**src/rtl/lc3b_types.sv**
```systemverilog
// Shared LC-3b types for the local branch-history pattern array.
package lc3b_types;

    typedef logic [5:0] lc3b_local_bht_pattern_index;
    typedef logic [1:0] lc3b_bht_counter;

    localparam lc3b_bht_counter BHT_WEAK_NT = 2'b01;

endpackage

```
**src/rtl/local_bht_controller_pkg.sv**
```systemverilog
// Update-queue entry layout and the saturating counter rule for the local BHT.
package local_bht_controller_pkg;
    import lc3b_types::*;

    localparam int SLOT_COUNT = 64;

    typedef struct packed {
        lc3b_local_bht_pattern_index index;
        logic [5:0]                  slot;
        logic                        taken;
    } upd_entry_t;

    function automatic lc3b_bht_counter sat_update(input lc3b_bht_counter cnt, input logic taken);
        lc3b_bht_counter res;
        res = cnt;
        if (taken && cnt != 2'b11) begin
            res = cnt + 2'b01;
        end else if (!taken && cnt != 2'b00) begin
            res = cnt - 2'b01;
        end
        return res;
    endfunction

endpackage

```
**src/rtl/local_bht_controller_if.sv**
```systemverilog
// Fetch lookup, branch update and pattern-array port bundle for the local BHT controller.
interface local_bht_controller_if
    import lc3b_types::*;
#(
    parameter int width = 128
) ();
    logic                        lookup_valid;
    lc3b_local_bht_pattern_index lookup_index;
    logic [5:0]                  lookup_slot;
    logic                        lookup_ready;
    logic                        pred_valid;
    logic                        pred_taken;
    logic                        upd_valid;
    lc3b_local_bht_pattern_index upd_index;
    logic [5:0]                  upd_slot;
    logic                        upd_taken;
    logic                        upd_ready;
    logic                        init_done;
    lc3b_local_bht_pattern_index arr_index;
    lc3b_local_bht_pattern_index arr_index_in;
    logic                        arr_write;
    logic [width-1:0]            arr_datain;
    logic [width-1:0]            arr_rdata;
    logic [width-1:0]            arr_data;

    modport master (
        output lookup_valid, lookup_index, lookup_slot,
        output upd_valid, upd_index, upd_slot, upd_taken,
        output arr_rdata, arr_data,
        input  lookup_ready, pred_valid, pred_taken, upd_ready, init_done,
        input  arr_index, arr_index_in, arr_write, arr_datain
    );

    modport slave (
        input  lookup_valid, lookup_index, lookup_slot,
        input  upd_valid, upd_index, upd_slot, upd_taken,
        input  arr_rdata, arr_data,
        output lookup_ready, pred_valid, pred_taken, upd_ready, init_done,
        output arr_index, arr_index_in, arr_write, arr_datain
    );
endinterface

```
**src/rtl/local_bht_update_queue.sv**
```systemverilog
// Small FIFO of resolved branch updates waiting for an array read-modify-write slot.
module local_bht_update_queue
    import local_bht_controller_pkg::*;
#(
    parameter int DEPTH = 4
) (
    input  logic       clk,
    input  logic       reset,
    input  logic       enq_valid,
    input  upd_entry_t enq_entry,
    output logic       enq_ready,
    input  logic       deq_en,
    output upd_entry_t head,
    output logic       empty
);
    localparam int PW = $clog2(DEPTH);

    upd_entry_t       store [DEPTH];
    logic [PW-1:0]    head_reg;
    logic [PW-1:0]    tail_reg;
    logic [PW:0]      count_reg;
    logic             push;
    logic             pop;

    // Readiness uses only the registered count, so a full queue never accepts even while draining.
    assign enq_ready = count_reg < (PW+1)'(DEPTH);
    assign empty     = count_reg == '0;
    assign push      = enq_valid & enq_ready;
    assign pop       = deq_en & ~empty;
    assign head      = store[head_reg];

    always_ff @(posedge clk or posedge reset) begin
        if (reset) begin
            head_reg  <= '0;
            tail_reg  <= '0;
            count_reg <= '0;
        end else begin
            if (push) tail_reg <= tail_reg + 1'b1;
            if (pop)  head_reg <= head_reg + 1'b1;
            case ({push, pop})
                2'b10:   count_reg <= count_reg + 1'b1;
                2'b01:   count_reg <= count_reg - 1'b1;
                default: count_reg <= count_reg;
            endcase
        end
    end

    always_ff @(posedge clk) begin
        if (push) store[tail_reg] <= enq_entry;
    end
endmodule

```
**src/rtl/local_bht_controller.sv**
```systemverilog
// Local BHT controller: sweeps the pattern array to weakly-not-taken, then serves
// lookups and retires queued updates as saturating read-modify-writes.
module local_bht_controller
    import lc3b_types::*;
    import local_bht_controller_pkg::*;
#(
    parameter int width     = 128,
    parameter int UPD_DEPTH = 4
) (
    input logic                  clk,
    input logic                  reset,
    local_bht_controller_if.slave bus
);
    localparam logic [0:0] INIT = 1'b0;
    localparam logic [0:0] RUN  = 1'b1;
    localparam lc3b_local_bht_pattern_index LAST_ROW = '1;

    logic [0:0]                  state_reg;
    logic [0:0]                  state_next;
    lc3b_local_bht_pattern_index sweep_reg;
    logic                        pred_valid_reg;
    logic                        pred_taken_reg;
    logic                        run;
    logic                        lookup_fire;
    logic                        deq_en;
    logic                        q_empty;
    upd_entry_t                  enq_entry;
    upd_entry_t                  head;
    logic [width-1:0]            rmw_data;

    assign run         = state_reg == RUN;
    assign lookup_fire = bus.lookup_valid & run;
    assign deq_en      = run & ~q_empty;
    assign enq_entry   = '{index: bus.upd_index, slot: bus.upd_slot, taken: bus.upd_taken};

    local_bht_update_queue #(.DEPTH(UPD_DEPTH)) u_queue (
        .clk       (clk),
        .reset     (reset),
        .enq_valid (bus.upd_valid),
        .enq_entry (enq_entry),
        .enq_ready (bus.upd_ready),
        .deq_en    (deq_en),
        .head      (head),
        .empty     (q_empty)
    );

    // Only the head's slot is rewritten; the array's falling-edge write keeps arr_data current.
    generate
        for (genvar gi = 0; gi < SLOT_COUNT; gi++) begin : gen_cnt
            lc3b_bht_counter cur;
            assign cur = bus.arr_data[2*gi +: 2];
            assign rmw_data[2*gi +: 2] = (head.slot == 6'(gi)) ? sat_update(cur, head.taken) : cur;
        end
    endgenerate

    always_comb begin
        state_next = state_reg;
        if (!run && sweep_reg == LAST_ROW) state_next = RUN;
    end

    assign bus.arr_index    = bus.lookup_index;
    assign bus.arr_index_in = run ? head.index : sweep_reg;
    assign bus.arr_write    = run ? ~q_empty : 1'b1;
    assign bus.arr_datain   = run ? rmw_data : {(width/2){BHT_WEAK_NT}};
    assign bus.lookup_ready = run;
    assign bus.init_done    = run;
    assign bus.pred_valid   = pred_valid_reg;
    assign bus.pred_taken   = pred_taken_reg;

    always_ff @(posedge clk or posedge reset) begin
        if (reset) begin
            state_reg      <= INIT;
            sweep_reg      <= '0;
            pred_valid_reg <= 1'b0;
            pred_taken_reg <= 1'b0;
        end else begin
            state_reg      <= state_next;
            if (!run) sweep_reg <= sweep_reg + 1'b1;
            pred_valid_reg <= lookup_fire;
            pred_taken_reg <= lookup_fire & bus.arr_rdata[{bus.lookup_slot, 1'b1}];
        end
    end
endmodule

```
**src/flat_wrapper.sv**
```systemverilog
// flat-port wrapper written by rule: the top's interface ports become plain ports
module local_bht_controller_flat import lc3b_types::*; import local_bht_controller_pkg::*;
#(
    parameter int width     = 128,
    parameter int UPD_DEPTH = 4
)
  (clk, reset, bus_lookup_valid, bus_lookup_index, bus_lookup_slot, bus_upd_valid, bus_upd_index, bus_upd_slot, bus_upd_taken, bus_arr_rdata, bus_arr_data, bus_lookup_ready, bus_pred_valid, bus_pred_taken, bus_upd_ready, bus_init_done, bus_arr_index, bus_arr_index_in, bus_arr_write, bus_arr_datain);
  local_bht_controller_if #(.width(width)) bus_i ();
  input logic clk;
  input logic reset;
  input wire logic [$bits(bus_i.lookup_valid)-1:0] bus_lookup_valid;
  input wire logic [$bits(bus_i.lookup_index)-1:0] bus_lookup_index;
  input wire logic [$bits(bus_i.lookup_slot)-1:0] bus_lookup_slot;
  input wire logic [$bits(bus_i.upd_valid)-1:0] bus_upd_valid;
  input wire logic [$bits(bus_i.upd_index)-1:0] bus_upd_index;
  input wire logic [$bits(bus_i.upd_slot)-1:0] bus_upd_slot;
  input wire logic [$bits(bus_i.upd_taken)-1:0] bus_upd_taken;
  input wire logic [$bits(bus_i.arr_rdata)-1:0] bus_arr_rdata;
  input wire logic [$bits(bus_i.arr_data)-1:0] bus_arr_data;
  output wire logic [$bits(bus_i.lookup_ready)-1:0] bus_lookup_ready;
  output wire logic [$bits(bus_i.pred_valid)-1:0] bus_pred_valid;
  output wire logic [$bits(bus_i.pred_taken)-1:0] bus_pred_taken;
  output wire logic [$bits(bus_i.upd_ready)-1:0] bus_upd_ready;
  output wire logic [$bits(bus_i.init_done)-1:0] bus_init_done;
  output wire logic [$bits(bus_i.arr_index)-1:0] bus_arr_index;
  output wire logic [$bits(bus_i.arr_index_in)-1:0] bus_arr_index_in;
  output wire logic [$bits(bus_i.arr_write)-1:0] bus_arr_write;
  output wire logic [$bits(bus_i.arr_datain)-1:0] bus_arr_datain;
  assign bus_i.lookup_valid = bus_lookup_valid;
  assign bus_i.lookup_index = bus_lookup_index;
  assign bus_i.lookup_slot = bus_lookup_slot;
  assign bus_i.upd_valid = bus_upd_valid;
  assign bus_i.upd_index = bus_upd_index;
  assign bus_i.upd_slot = bus_upd_slot;
  assign bus_i.upd_taken = bus_upd_taken;
  assign bus_i.arr_rdata = bus_arr_rdata;
  assign bus_i.arr_data = bus_arr_data;
  assign bus_lookup_ready = bus_i.lookup_ready;
  assign bus_pred_valid = bus_i.pred_valid;
  assign bus_pred_taken = bus_i.pred_taken;
  assign bus_upd_ready = bus_i.upd_ready;
  assign bus_init_done = bus_i.init_done;
  assign bus_arr_index = bus_i.arr_index;
  assign bus_arr_index_in = bus_i.arr_index_in;
  assign bus_arr_write = bus_i.arr_write;
  assign bus_arr_datain = bus_i.arr_datain;
  local_bht_controller #(.width(width), .UPD_DEPTH(UPD_DEPTH)) u_core (.clk(clk), .reset(reset), .bus(bus_i));
endmodule
```
**config.mk**
```make
export PLATFORM = sky130hd
export DESIGN_NAME = local_bht_controller_flat
export DESIGN_NICKNAME = d
export VERILOG_FILES = /design/src/rtl/lc3b_types.sv /design/src/rtl/local_bht_controller_pkg.sv /design/src/rtl/local_bht_controller_if.sv /design/src/rtl/local_bht_update_queue.sv /design/src/rtl/local_bht_controller.sv /design/src/flat_wrapper.sv
export SDC_FILE = /design/constraint.sdc
export NUM_CORES = 1
export LEC_CHECK = 0
export CORE_AREA = 2 2 168 170
export DETAILED_ROUTE_END_ITERATION = 8
export DIE_AREA = 0 0 170 172
export GPL_ROUTABILITY_DRIVEN = 0
export PLACE_DENSITY = 0.77
export SYNTH_ARGS = -nofsm -noshare
export SYNTH_HDL_FRONTEND = slang
export SYNTH_SLANG_ARGS = --single-unit
```
**constraint.sdc**
```tcl
create_clock -name clk -period 3.4 [get_ports clk]
set_input_delay 0.68 -clock clk [delete_from_list [all_inputs] [get_ports clk]]
set_output_delay 0.68 -clock clk [all_outputs]
set_load 0.05 [all_outputs]
```
==> results.json <==
{
  "hold_viol_final": 0,
  "r2r_slack_ns": 0.91,
  "via_per_inst": 5.32,
  "synth_fp_nets": 1598,
  "ios": 431,
  "synth_edf_count": 52,
  "synthArstFlopShare": 0.235,
  "register_area_sq_um": 1970,
  "core_sq_um": 27500,
  "grt_usage": 0.229,
  "synth_seq_cells": 68,
  "crit_required_ns": 2.72,
  "p_per_area_nw_per_um2": 213,
  "synth_area_leaders": "ha_1, edfxtp_1, mux2i_1, inv_1, xnor2_1",
  "post-dp-hpwl_microns": 26300,
  "synth_xor_area_frac": 0.0646,
  "timing.fmax_mhz": 288,
  "hold_class": "reg -> reg",
  "final_common_cell": "clkdlybuf4s50_1",
  "antenna_found_initial": 4,
  "crit_path_start_kind": "flop",
  "ir_drop_mv": 0.376,
  "synth_seq_area_share": 0.193,
  "ant_nets": 0,
  "drive_above_1_share": 0.249,
  "clkTransAtPathRegs_ns": 0.06,
  "grt_first_pass_wirelength_microns": 52200,
  "n_fill_cell": 2128,
  "area_delta_synth_final_pct": 65.9,
  "synth_top_family_by_area": "adder cells",
  "wl_per_cell_microns": 19.4,
  "critical_path.max_stage_delay_ns": 0.57,
  "yosys.area.top_type": "ha_1",
  "overflow": 0,
  "ctsHtreeMaxLevel": 3,
  "final_cell_mix": "clkdlybuf4s50_1, inv_1, ha_1",
  "yosys_warnings": 0,
  "die_area_sq_um": 29200,
  "die_width_microns": 170,
  "drv_slew": 0,
  "vias": 9694,
  "multiInputGateArea_sq_um": 7580,
  "arrival_ns": 2.80,
  "rsz0062_at_grt": "true",
  "fin_util": 0.614,
  "worstSetupPathType": "reg -> out",
  "critPathBufInv": 5,
  "drtIter0Drc": 468,
  "hold_ws_ns": 0.489,
  "drtPass1Iterations": 5,
  "wirelength_microns": 35300,
  "synthSimpleGateAreaFrac": 0.0923,
  "failed_checks": "setup timing",
  "tightest_slew_ns": 0.768,
  "largest_register_ffs": 52,
  "synth_cell_types": 38,
  "clk_latency_ns": 0.33,
  "period_needed_ns": 3.48,
  "avgSynthCellArea_sq_um": 9.13,
  "total_power_mw": 3.59,
  "cts_max_path_buffers": 2,
  "finalCritPeriodShare": 1.02,
  "rows": 61,
  "synth_mux_area_frac": 0.145,
  "setup_slack_ns": -0.0758,
  "ys.flop_type": "edfxtp_1",
  "cp_max_fo": 7,
  "path_cells": "buf_6, mux4_2, buf_6, and4bb_4, buf_12, a21oi_4, a311oi_2, buf_4, buf_12",
  "root_buffer": "clkbuf_16",
  "synth_top_area_frac": 0.244,
  "outcome": "finished with violations",
  "cts_tree": "done",
  "fin_nets": 1954,
  "cp_top_family": "buffers and inverters",
  "cellLeakagePower_nw": 7.23,
  "port_buffers": 354,
  "synth_area_sq_um": 10200,
  "grt_max_degree": 49,
  "cpMaxStageDelayCell": "mux4_2",
  "setup_viol": 14,
  "maxCapViolCount": 0,
  "cts_buffers": 9,
  "drcViolationCount": 0,
  "synth_fa_ha_area_frac": 0.246,
  "grt_pass1_vias": 9887,
  "tns_ns": -0.269,
  "synthCells": 1114,
  "cts.sinks": 68,
  "start_util": 0.370,
  "synth-compound-area-share": 0.137,
  "cp-end-kind": "output pin",
  "fp.dieH_microns": 172,
  "relSlewSlack": 0.488,
  "skew_ns": 0.00575
}
final cells by class:
| cell class | count | area share |
|---|---|---|
| multi-input cells | 759 | 0.449 |
| repair buffers | 429 | 0.346 |
| flip-flops and latches | 68 | 0.117 |
| inverters | 203 | 0.0453 |
| well taps | 346 | 0.0257 |
| clock buffers | 10 | 0.0148 |
| clock inverters | 6 | 0.00223 |
| diodes | 2 | 0.000297 |
cells by family (layout without fill, tap and decap cells):
family	count (synthesis)	in the layout
buffers and inverters	288	648
other	0	2
XOR/XNOR	75	75
AO/OA/AOI/OAI	201	201
adder cells (fa/ha/maj)	199	199
flip-flops	68	68
multiplexers	111	112
AND/OR/NAND/NOR	172	172
cell usage after synthesis (27+ instances only):
| cell type | instances |
|---|---|
| mux2i_1 | 77 |
| inv_1 | 203 |
| a21oi_1 | 62 |
| a311oi_1 | 58 |
| a31oi_1 | 64 |
| nand3_1 | 69 |
| buf_2 | 30 |
| edfxtp_1 | 52 |
| xnor2_1 | 72 |
| mux4_2 | 27 |
| nand2_1 | 72 |
| ha_1 | 198 |
path summary, 6_finish.rpt:
kind	start	end	cells past startpoint
max	u_core.u_queue.head_reg[0]	bus_arr_datain[107]	9
max in group asynchronous	reset	u_core.bus.init_done	2
min reg2reg	u_core.sweep_reg[2]	u_core.sweep_reg[2]	1
min in group asynchronous	reset	u_core.sweep_reg[0]	2
max reg2reg	u_core.bus.init_done	u_core.u_queue.count_reg[2]	8
min	u_core.sweep_reg[2]	u_core.sweep_reg[2]	1
metal layers:
layer / up-vias / part of all wire / global-route usage
met5: - / 0.00071 / 0
met4: 4 / 0.028 / 0.0751
met3: 52 / 0.070 / 0.0542
met2: 327 / 0.50 / 0.414
met1: 4705 / 0.40 / 0.267
li1: 4606 / - / -
power breakdown:
group          leakage [nW]  switching [mW]  internal [mW]  total (mW)
logic                  6.42           0.862          0.788        1.65
registers             0.667          0.0449           1.02        1.07
clock network         0.135           0.337          0.533       0.870
total                  7.23            1.24           2.35        3.59
stage by stage:
step	cells	area (sq um)	worst slack, ns
CTS	1805	16500	-0.0866
global route	1822	16900	-0.132
global placement	1777	15800	0.0949
finish	1823	16900	-0.0758
detailed placement	1777	15800	0.0789
floorplan	1114	10500	-0.296
repair_timing:
| action | CTS | global route |
|---|---|---|
| resized for setup | 38 | 41 |
| hold buffers | 0 | 0 |
| pin swaps | 20 | 43 |
| setup endpoints to repair | 128 | 119 |
| buffers inserted | 7 | 13 |
| gates cloned | 5 | 3 |
(Power assumes the default switching activity.)
